--- config.mk ---
export PLATFORM = sky130hd
export DESIGN_NAME = rand_spawn_scheduler
export DESIGN_NICKNAME = d
export VERILOG_FILES = /design/src/rtl/rand_spawn_scheduler.sv
export SDC_FILE = /design/constraint.sdc
export NUM_CORES = 1
export LEC_CHECK = 0
export CORE_MARGIN = 1.5
export CORE_UTILIZATION = 40
export CTS_CLUSTER_SIZE = 24
export DETAILED_ROUTE_END_ITERATION = 16
export GPL_ROUTABILITY_DRIVEN = 0
export GPL_TIMING_DRIVEN = 0
export PLACE_DENSITY_LB_ADDON = 0.1
export SETUP_SLACK_MARGIN = 0.15
export SLEW_MARGIN = 10
export SYNTH_ARGS = -nofsm -noshare
export SYNTH_HDL_FRONTEND = slang
export SYNTH_SLANG_ARGS = --single-unit
--- constraint.sdc ---
create_clock -name clk_i -period 4.2 [get_ports clk_i]
set_clock_uncertainty 0.1 [all_clocks]
set_input_delay 0.84 -clock clk_i [delete_from_list [all_inputs] [get_ports clk_i]]
set_output_delay 0.84 -clock clk_i [all_outputs]
set_load 0.02 [all_outputs]
--- src/rtl/rand_spawn_scheduler.sv ---
// Spawn scheduler: asks the LFSR source for a column at a fixed interval and
// rejects immediate repeats with bounded retries. It then offers the column and
// its x position to the game object spawner.
module rand_spawn_scheduler #(
    parameter int PERIOD    = 50,
    parameter int RAND_LAT  = 1,
    parameter int MAX_RETRY = 3,
    parameter int X_BASE    = 0,
    parameter int X_STEP    = 40
) (
    input  logic       clk_i,
    input  logic       reset_i,
    input  logic       enable_i,
    input  logic [3:0] rand_in_i,
    output logic       rand_req_o,
    output logic       spawn_valid_o,
    input  logic       spawn_ready_i,
    output logic [3:0] spawn_col_o,
    output logic [9:0] spawn_x_o,
    output logic [7:0] spawn_count_o
);

    localparam int TW = $clog2(PERIOD + 1);
    localparam int LW = $clog2(RAND_LAT + 1);
    localparam int RW = $clog2(MAX_RETRY + 2);

    typedef enum logic [2:0] {IDLE, WAIT, REQ, SAMPLE, OFFER} state_e;

    state_e        state_q, state_d;
    logic [TW-1:0] timer_q, timer_d;
    logic [LW-1:0] lat_q, lat_d;
    logic [RW-1:0] retry_q, retry_d;
    logic          have_last_q, have_last_d;
    logic [3:0]    last_col_q, last_col_d;
    logic [3:0]    col_q, col_d;
    logic [9:0]    x_q, x_d;
    logic [7:0]    count_q, count_d;
    logic [9:0]    x_calc;

    // Evaluating the sum in 10 bits gives the same result as truncating the full sum.
    assign x_calc = 10'(X_BASE) + 10'(rand_in_i) * 10'(X_STEP);

    always_comb begin
        state_d     = state_q;
        timer_d     = timer_q;
        lat_d       = lat_q;
        retry_d     = retry_q;
        have_last_d = have_last_q;
        last_col_d  = last_col_q;
        col_d       = col_q;
        x_d         = x_q;
        count_d     = count_q;
        unique case (state_q)
            IDLE: begin
                if (enable_i) begin
                    timer_d = TW'(PERIOD - 1);
                    state_d = WAIT;
                end
            end
            WAIT: begin
                if (enable_i) begin
                    if (timer_q != '0) timer_d = timer_q - TW'(1);
                    else               state_d = REQ;
                end
            end
            REQ: begin
                lat_d   = LW'(RAND_LAT - 1);
                state_d = SAMPLE;
            end
            SAMPLE: begin
                if (lat_q != '0) begin
                    lat_d = lat_q - LW'(1);
                end else if (have_last_q && rand_in_i == last_col_q &&
                             retry_q < RW'(MAX_RETRY)) begin
                    retry_d = retry_q + RW'(1);
                    state_d = REQ;
                end else begin
                    col_d       = rand_in_i;
                    x_d         = x_calc;
                    last_col_d  = rand_in_i;
                    have_last_d = 1'b1;
                    retry_d     = '0;
                    state_d     = OFFER;
                end
            end
            OFFER: begin
                if (spawn_ready_i) begin
                    if (count_q != 8'hFF) count_d = count_q + 8'd1;
                    timer_d = TW'(PERIOD - 1);
                    state_d = WAIT;
                end
            end
            default: state_d = IDLE;
        endcase
    end

    always_ff @(posedge clk_i or posedge reset_i) begin
        if (reset_i) begin
            state_q     <= IDLE;
            timer_q     <= '0;
            lat_q       <= '0;
            retry_q     <= '0;
            have_last_q <= 1'b0;
            last_col_q  <= '0;
            col_q       <= '0;
            x_q         <= '0;
            count_q     <= '0;
        end else begin
            state_q     <= state_d;
            timer_q     <= timer_d;
            lat_q       <= lat_d;
            retry_q     <= retry_d;
            have_last_q <= have_last_d;
            last_col_q  <= last_col_d;
            col_q       <= col_d;
            x_q         <= x_d;
            count_q     <= count_d;
        end
    end

    assign rand_req_o    = (state_q == REQ);
    assign spawn_valid_o = (state_q == OFFER);
    assign spawn_col_o   = col_q;
    assign spawn_x_o     = x_q;
    assign spawn_count_o = count_q;

endmodule
# After elaboration in Yosys (flattened, before gate mapping)
# Cells that the tools add are included.
# W data, S select, Z words.
[totals] reg_bits=33 latchBits=0 ramBits=0 mem_bits_ro=0 inputBits=8 out_inout_bits=24 word_cells=54 mem_count=0
[classes] addsub=4 multipliers=1 div=0 order_cmp=1 eq_ne=12 shifts=0 n_mux=15 n_bitwise=2 n_reduce_logical=11
[ops] operator="$mux W6" n=4
[ops] operator="$mux W3" n=7
[ops] operator="$pmux W6 S3" n=1
[ops] operator="$pmux W3 S5" n=1
[ops] operator="$ne A2 B2 Y1 const B" n=5
[ops] operator="$reduce_and A5 Y1" n=2
[ops] operator="$add A8 B1 Y8 const B" n=1
[ops] operator="$ne A8 B8 Y1 const B" n=1
[ops] operator="$mul A4 B3 Y7 const B" n=1
[ops] operator="$eq A3 B2 Y1 const B" n=2
[ops] operator="$reduce_and A3 Y1" n=2
[ops] operator="$reduce_bool A6 Y1" n=1
[ops] operator="$sub A6 B1 Y6 const B" n=1
[ops] operator="$eq A4 B4 Y1" n=1
[ops] operator="$add A3 B1 Y3 const B" n=1
[ops] operator="$eq A3 B1 Y1 const B" n=1
[ops] operator="$eq A3 B3 Y1 const B" n=1
[ops] operator="$logic_not A3 Y1" n=1
[ops] operator="$lt A3 B2 Y1 const B" n=1
[ops] operator="$reduce_bool A3 Y1" n=1
[ops] operator="$logic_and A1 B1 Y1" n=2
[ops] operator="$ne A2 B1 Y1 const B" n=1
[ops] operator="$not A1 Y1" n=2
[ops] operator="$pmux W1 S2" n=1
[ops] operator="4 further kinds" n=4

# Depth between registers and ports, before layout
[depth] depth_word=6 depth_mapped=6

# Worst setup path after synthesis
# Ideal clock, no wire load.
[synth_path] kind="in2reg" startpoint="in rand_in_i[1]" endpoint="reg x_q[8], in the netlist spawn_x_o[8]" setup_ns=0.125 arrival_time_ns=2.093 required_ns=3.975 path_slack_ns=1.882 cell_stages=5 path_cell_list="ha_1 ha_1 fa_1 xor2_1 mux2_4"
[synth_between] elab_chain_len=5 elab_cells_between_ends=6 classes_between="1 x mul; 1 x eq/ne; 1 x bitwise; 3 x reduce/logical"
[synth_rtl] element="from (decl)" line="14" text="input logic [3:0] rand_in_i,"
[synth_rtl] element="parallel branches: the longest is 5 deep, another holds $mul A4 B3 Y7"
[synth_rtl] element="to (signal assigned)" line="106" text="x_q <= '0;"
[synth_rtl] element="to (signal assigned)" line="116" text="x_q <= x_d;"
[synth_rtl] element="to (decl)" line="36" text="logic [9:0] x_q, x_d;"
# Several ways; the timed one is not identified.
# A chain may end at the register's enable or synchronous reset.

# Worst setup path in the final report
[layout_path] startpoint="in rand_in_i[3]" endpoint="reg x_q[8], in the netlist spawn_x_o[8]"
# Same word-level chain as after synthesis.

==> results_dict.tcl <==
set metrics [dict create \
    outcome "finished clean" \
    viasPerCell 5.01 \
    io_pins 32 \
    drv_cap 0 \
    drtIter0Drc 49 \
    vias 1232 \
    drive_above_1_share_pct 14.3 \
    post_cts_resized 0 \
    synth_top_area_cell "dfrtp_1" \
    synth_seq_cells 30 \
    worst-path-max-fanout 5 \
    port_buffers 28 \
    power_density_nw_per_um2 589 \
    cp_data_required_time_ps 4260 \
    hold_buffers 0 \
    end_kind "flop" \
    clk_latency_ps 280 \
    rows 23 \
    r2r-end "timer_q[2]" \
    ys_async_sr_fraction_pct 100 \
    dieWidth_um 67.4 \
    p_leak_nw 0.969 \
    clock-root-buffer "clkbuf_8" \
    fp.coreArea_um2 4000 \
    area_growth_pct 26.6 \
    fmax_mhz 372 \
    fin_total_pwr_mw 1.24 \
    slew_headroom_pct 57.3 \
    cts_setup_buffers 0 \
    peakVddDrop_uv 291 \
    final_area_um2 2100 \
    period_minus_slack_ps 2690 \
    drt-met1-wl_um 1590 \
    critPathKind "input pin to flop" \
    nets 212 \
    grt_pass1_vias 1216 \
    yosysMostFrequentCell "dfrtp_1" \
    grt-ovfl-total 0 \
    diodes 0 \
    reg2reg_from "timer_q[0]" \
    fillers 361 \
    ys_seq_area_share_pct 45.2 \
    route.detailed.drc 0 \
    synthTopCellsByArea "dfrtp_1 (45%), ha_1 (6.0%), nand2_1 (5.4%)" \
    synth_top_area_share_pct 45.2 \
    syn_inst 158 \
    wl_met3_um 114 \
    rsz0062_at_grt "no" \
    fin_cells 246 \
    wl_per_cell_um 13.3 \
    dpl.cell_count 238 \
    timing.final.crit_share_pct 64.0 \
    cts.clk_slew.worst_paths_ps 60 \
    grt_pass1_wl_um 5530 \
    critPathLaunch "rand_in_i[3]" \
    wl_met2_um 1510 \
    finalHoldViolCount 0 \
    crit_arrival_ps 2750 \
    maxSlewViolCount 0 \
    drt_pass1_iterations 4 \
    synth_warnings 0 \
    cts_inserted_buffers 5 \
    cts_tree "done" \
    tightest_slew_ps 640 \
    drt_wl_total_um 3270 \
    grt_max_degree 31 \
    holdWs_ps 355 \
    rrSetupSlack_ps 2320 \
    htreeDepth 2 \
    crit_path_end "spawn_x_o[8]" \
    syn_area_um2 1660 \
    ant_nets 0 \
    start_util_pct 41.5 \
    die_area_um2 4550 \
    place_hpwl_um 2360 \
    syn_area_per_cell_um2 10.5 \
    min_path_type "flop to flop" \
    place_area_um2 2010 \
    setup_tns_ps 0 \
    cp-start-kind "input pin" \
    ys_top_cells_by_count "dfrtp_1 (30), nand2_1 (24), nor2_1 (9)" \
    ff2ff_path_depth 6 \
    grt_antenna_before_repair 0 \
    highest_layer "met4" \
    clock_path_buffers 2 \
    synth_edf_count 0 \
    setup_violations 0 \
    synth_flop_cell "dfrtp_1" \
    ys_types 45 \
    grt_use_total_pct 16.5 \
    die-height_um 67.4 \
    cts_sinks 30 \
]
-- cell families after synthesis --
group / Yosys count / share of synthesized area [%]
buf+inv: 15 / 5.43
other cells: 1 / 0.226
mux: 7 / 5.50
xor+xnor: 12 / 6.33
simple gates: 59 / 17.9
flops: 30 / 45.2
compound gates: 25 / 12.2
fa+ha+maj: 9 / 7.23
-- cells in the final DEF (no fill, tap or decap), types with 2 or more instances in the layout --
| cell type | count |
|---|---|
| clkdlybuf4s50_1 | 28 |
| nand2_1 | 24 |
| nand3_1 | 4 |
| clkbuf_1 | 2 |
| buf_6 | 2 |
| conb_1 | 3 |
| nor2_1 | 9 |
| clkbuf_8 | 6 |
| nand2b_1 | 2 |
| o21ai_0 | 7 |
| ha_1 | 8 |
| nor3b_1 | 3 |
| a21oi_1 | 4 |
| xor2_1 | 8 |
| nand4_1 | 3 |
| mux2_4 | 4 |
| dfrtp_1 | 30 |
| buf_4 | 5 |
| inv_1 | 6 |
| nor3_1 | 5 |
| xnor2_1 | 4 |
| mux2i_1 | 2 |
-- how the worst min path moves through the flow --
stage	start	to	slack (ps)	cells after the start
after global placement	have_last_q	have_last_q	340	2
final	have_last_q	have_last_q	350	2
after floorplan	have_last_q	have_last_q	320	2
after detailed placement	have_last_q	have_last_q	350	2
after CTS	have_last_q	have_last_q	360	2
after global routing	have_last_q	have_last_q	390	2
-- metal layers --
| metal | GRT usage, % | vias up |
|---|---|---|
| met5 | 0 | - |
| met4 | 7.65 | 0 |
| met3 | 4.00 | 9 |
| met2 | 24.6 | 19 |
| met1 | 22.4 | 594 |
| li1 | - | 610 |
-- sequential cells by signal, summed over array words and instances, names as in the netlist --
| register | count |
|---|---|
| retry_q | 3 |
| state_q | 3 |
| spawn_col_o | 4 |
| timer_q | 6 |
| spawn_count_o | 8 |
| have_last_q | 1 |
| spawn_x_o | 5 |
-- area by class of cell --
cell class	instances	area, um2	share of cell area (%)
clock inverters	1	5.00	0.238
well taps	50	62.6	2.98
clock buffers	7	86.3	4.11
plain buffers	8	63.8	3.04
flip-flops and latches	30	751	35.7
repair buffers	28	280	13.3
multi-input cells	115	827	39.3
inverters	7	26.3	1.25
-- worst max-delay path, cell delays in order --
cell and delay, ps:
clkdlybuf4s50_1 610, ha_1 280, ha_1 230, fa_1 380, xor2_1 150, mux2_4 270
-- stage by stage --
| stage | setup WS, ps | utilization, % |
|---|---|---|
| 6_report | 1510 | 52.5 |
| 5_1_grt | 1460 | 52.5 |
| 4_1_cts | 1530 | 52.5 |
| 3_5_place_dp | 1220 | 50.3 |
| 3_3_place_gp | 1240 | 50.3 |
| 2_1_floorplan | 1880 | - |
-- report_power, final --
group,switching (mW),internal [mW],leakage [nW]
Sequential,0.0852,0.387,0.366
Clock,0.109,0.132,0.0482
Combinational,0.259,0.266,0.555
Power figures use the tool's default switching activity.
